$ cat config.mk
export PLATFORM = sky130hd
export DESIGN_NAME = dmem_arbiter
export DESIGN_NICKNAME = d
export VERILOG_FILES = /design/src/rtl/dmem_arbiter.sv
export SDC_FILE = /design/constraint.sdc
export NUM_CORES = 1
export LEC_CHECK = 0
export ABC_AREA = 1
export BUFFER_PORTS_ARGS = -buffer_cell sky130_fd_sc_hd__buf_2
export CAP_MARGIN = 40
export CORE_AREA = 2 2 61 63
export CTS_BUF_LIST = sky130_fd_sc_hd__clkbuf_16
export DETAILED_ROUTE_END_ITERATION = 12
export DIE_AREA = 0 0 63 65
export PLACE_DENSITY = 0.77
export SETUP_SLACK_MARGIN = 0.1
export SLEW_MARGIN = 25
export SYNTH_ARGS = -nofsm -noshare
export SYNTH_HDL_FRONTEND = slang
export SYNTH_SLANG_ARGS = --single-unit
$ cat constraint.sdc
create_clock -name clk -period 2.6 [get_ports clk]
set_input_delay 0.13 -clock clk [delete_from_list [all_inputs] [get_ports clk]]
set_output_delay 0.13 -clock clk [all_outputs]
set_load 0.01 [all_outputs]
$ cat src/rtl/dmem_arbiter.sv
// dmem_arbiter: round-robin/lockable sharing of one data-memory port between CPU (C) and loader (L),
// with read-return tagging across the memory read latency.
module dmem_arbiter #(
    parameter int ADDR_W = 16,
    parameter int DATA_W = 16,
    parameter int RD_LAT = 1
) (
    input  logic              clk,
    input  logic              rst,
    input  logic              c_req,
    input  logic              c_we,
    input  logic [ADDR_W-1:0] c_addr,
    input  logic [DATA_W-1:0] c_wdata,
    output logic              c_gnt,
    output logic              c_rvalid,
    output logic [DATA_W-1:0] c_rdata,
    output logic              c_stall,
    input  logic              l_req,
    input  logic              l_we,
    input  logic              l_lock,
    input  logic [ADDR_W-1:0] l_addr,
    input  logic [DATA_W-1:0] l_wdata,
    output logic              l_gnt,
    output logic              l_rvalid,
    output logic [DATA_W-1:0] l_rdata,
    output logic              mem_en,
    output logic              mem_we,
    output logic [ADDR_W-1:0] mem_addr,
    output logic [DATA_W-1:0] mem_wdata,
    input  logic [DATA_W-1:0] mem_rdata
);
    logic              rr_ptr;
    logic              owner_lock;
    logic              lock_hold;
    logic [RD_LAT-1:0] tag_v;
    logic [RD_LAT-1:0] tag_l;
    // lock only persists while L keeps both req and lock; otherwise C arbitrates normally
    assign lock_hold = owner_lock & l_req & l_lock;
    assign l_gnt     = ~rst & l_req & (lock_hold | ~c_req | rr_ptr);
    assign c_gnt     = ~rst & c_req & ~lock_hold & (~l_req | ~rr_ptr);
    assign c_stall   = ~rst & c_req & ~c_gnt;
    assign mem_en    = c_gnt | l_gnt;
    assign mem_we    = c_gnt ? c_we : l_gnt & l_we;
    assign mem_addr  = c_gnt ? c_addr : l_gnt ? l_addr : '0;
    assign mem_wdata = c_gnt ? c_wdata : l_gnt ? l_wdata : '0;
    assign c_rvalid  = ~rst & tag_v[RD_LAT-1] & ~tag_l[RD_LAT-1];
    assign l_rvalid  = ~rst & tag_v[RD_LAT-1] & tag_l[RD_LAT-1];
    assign c_rdata   = c_rvalid ? mem_rdata : '0;
    assign l_rdata   = l_rvalid ? mem_rdata : '0;
    always_ff @(posedge clk) begin
        if (rst) begin
            rr_ptr     <= 1'b0;
            owner_lock <= 1'b0;
            tag_v      <= '0;
            tag_l      <= '0;
        end else begin
            if (mem_en) rr_ptr <= c_gnt;
            owner_lock <= l_gnt & l_lock;
            for (int i = RD_LAT - 1; i > 0; i--) begin
                tag_v[i] <= tag_v[i-1];
                tag_l[i] <= tag_l[i-1];
            end
            tag_v[0] <= mem_en & ~mem_we;
            tag_l[0] <= l_gnt;
        end
    end
endmodule

==> parameters.txt <==
Parameter                              Value

Outcome
  Run status ... finished clean

CTS
  Clock insertion delay at the later pin of the skew report ... 0.22 ns
  Longest Clk Path Bufs ... 2
  Total CTS buffers ... 3
  Sink Count ... 4
  Clock-pin slew reported for the worst setup and hold paths after clock tree synthesis ... 0.03 ns
  Clock tree from TritonCTS ... done
  Clock tree root buffer cell ... sky130_fd_sc_hd__clkbuf_16
  Post-CTS setup repair buffer count ... 0
  Maximum level of the CTS H-tree ... 1
  Count of instances resized after the clock tree is built ... 0
  CTS Hold Buffers Added ... 0

Worst setup path
  Cell family contributing the most delay on the critical path ... simple AND/OR/NAND/NOR gates
  Type of the worst setup path ... flip-flop to output pin
  Crit Path Max Fanout ... 33
  Slowest cell on crit path ... sky130_fd_sc_hd__dfxtp_1
  Kind of start point of the critical path ... flip-flop
  Buf/Inv on CP ... 2
  Crit-path max cell delay ... 0.32 ns
  Crit end category ... output pin
  Crit-path cells ... nand3_2 -> nand2_2 -> nand2_2 -> inv_4 -> nand2_1 -> nand2_1 -> buf_2
  CP arrival ... 1.42 ns
  Required time of the critical path ... 2.47 ns

Min path
  Worst hold path class ... primary input to flip-flop

Synth
  Synthesized area ... 897 sq um
  Gate count of the mapped netlist ... 186
  Area contributors post-synth ... sky130_fd_sc_hd__nand2_1, sky130_fd_sc_hd__nor2_1, sky130_fd_sc_hd__inv_1
  Prevailing post-synth register cell ... sky130_fd_sc_hd__dfxtp_1
  Yosys warns ... 0
  Area share of the largest cell type after synthesis ... 41.8%
  Most common library cells after synthesis ... sky130_fd_sc_hd__nand2_1, sky130_fd_sc_hd__nor2_1, sky130_fd_sc_hd__inv_1, sky130_fd_sc_hd__nor2_2
  Sequential fraction of the synthesis area ... 8.93%
  Mean cell area of the mapped netlist ... 4.82 sq um
  Number of register bits inferred by synthesis ... 4
  Number of enable-type register cells in the synthesized netlist ... 0
  Syn_nets ... 273
  Largest area contributor in the synthesized netlist ... sky130_fd_sc_hd__nand2_1
  Most repeated cell in the gate-level netlist after synthesis ... sky130_fd_sc_hd__nand2_1
  Number of distinct library cells after synthesis ... 18
  Proportion of synthesized flip-flops having asynchronous set or reset ... 0%

Global route
  Initial antenna violation count ... 0
  First-pass GRT wire length ... 5680 microns
  Pin count of the biggest net entering global routing ... 35
  Overall Global Routing Usage ... 16.7%
  Number of global-route vias before repair ... 1450
  Residual overflow from global routing ... 0

Drt
  Drt drc ... 0
  Routed via count ... 1579
  Violation count after the first detailed-routing iteration ... 26
  Final WL ... 3610 microns
  Per-cell via count in the routed design ... 4.09
  Routed Antenna Nets ... 0
  Post-detailed-route wirelength per cell ... 9.35 microns
  Pre-Repair DR Iteration Count ... 6

Timing
  Worst clock skew ... 0.000526 ns
  Number of hold violations in the final report ... 0
  # setup viols final ... 0
  Part of the cycle the worst path needs ... 59.5%
  Achievable Freq ... 647 MHz
  Unrepaired setup endpoints after global routing ... no
  Number of max-slew violations in the final report ... 0
  Relative slew slack ... 78.8%
  Worst-margin pin slew ... 0.318 ns
  Shortest period the worst path allows ... 1.55 ns
  Final-layout setup total negative slack ... 0 ns

Floorplanning
  Die width ... 63 microns
  Initial Util ... 25.7%
  Placement row count ... 22
  Die Footprint ... 4100 sq um
  Count of boundary I/O pins ... 158
  Y dimension of the die ... 65 microns
  Core Footprint ... 3500 sq um

Finish
  Combined flip-flop and latch cell area ... 80.1 sq um
  Antenna diodes ... 0
  Layout filler cell count ... 393
  Synth-to-Final Area Change ... 92.1%
  Final nets ... 427
  Area of the multi-input gates ... 619 sq um
  Share of cells above drive strength 1 ... 52.7%

Job
  Max-cap violation count ... 0

Place
  IO buf count ... 157
  Final estimated routing congestion in global placement ... 0.922
  HPWL reported at the end of detailed placement ... 3120 microns

Pwr
  Total power ... 0.530 mW
  LEAKAGE ... 1.30 nW
  Power per unit of standard cell area ... 307 nW/um^2
  IR drop worst, VDD ... 0.000187 V
==> worst min-delay path, cell delays in order <==
cell and delay (ns):
sky130_fd_sc_hd__buf_2 0.11, sky130_fd_sc_hd__inv_1 0.05, sky130_fd_sc_hd__nor2_1 0.04
==> cells by family (layout without fill, tap and decap cells) <==
| group | after synthesis | in the layout | share of synthesized area, % |
|---|---|---|---|
| AND/OR/NAND/NOR | 146 | 146 | 67.9 |
| buffers and inverters | 34 | 186 | 22.0 |
| flip-flops | 4 | 4 | 8.93 |
| AO/OA/AOI/OAI | 2 | 2 | 1.11 |
==> layout by cell type (no fill, tap or decap), drive strengths merged <==
cell type,Yosys,routed
a21oi,1,1
buf,8,157
clkbuf,0,3
dfxtp,4,4
inv,26,26
nand2,102,102
nand3,4,4
nand4,1,1
nor2,38,38
nor3,1,1
o21ai,1,1
==> routing by layer <==
layer  track usage, %  up-vias  part of all wire (%)
li1                 -      839                     -
met1             14.6      638                    34
met2             35.2      100                    52
met3             6.94        2                    13
met4             2.50        0                  0.53
met5                0        -                     0
==> power breakdown <==
part           internal (mW)  switching [mW]  leakage, nW  total (mW)
registers             0.0658         0.00255       0.0330      0.0683
clock network          0.196          0.0408       0.0370       0.237
logic                  0.103           0.122         1.23       0.224
==> final timing paths <==
path,startpoint,to,slack [ns],depth (start not counted)
max,owner_lock$_SDFF_PP0_,mem_addr[1],1.05,7
min,l_lock,owner_lock$_SDFF_PP0_,0.15,3
max reg2reg,owner_lock$_SDFF_PP0_,tag_v$_SDFF_PP0_,1.67,6
min reg2reg,rr_ptr$_SDFFE_PP0P_,rr_ptr$_SDFFE_PP0P_,0.51,2
==> metrics by stage <==
stage | util, % | cell area, sq um | setup slack [ns] | hold slack (ns) | std cells
floorplan | - | 897 | 1.50 | 0.199 | 186
global placement | 47.1 | 1650 | 1.29 | 0.365 | 383
detailed placement | 47.1 | 1650 | 1.28 | 0.387 | 383
CTS | 49.3 | 1720 | 1.03 | 0.152 | 386
global route | 49.3 | 1720 | 0.887 | 0.167 | 386
finish | 49.3 | 1720 | 1.05 | 0.150 | 386
==> layout make-up <==
cell class              instances  share of cell area (%)
well taps                      48                    3.49
flip-flops and latches          4                    4.65
repair buffers                157                    45.6
inverters                      26                    5.95
multi-input cells             148                    35.9
clock buffers                   3                    4.36
==> flip-flops by register name, indices dropped and copies added, names as in the netlist <==
name and count:
owner_lock 1, rr_ptr 1, tag_l 1, tag_v 1
Note: power is estimated with default switching activity, not from simulation.
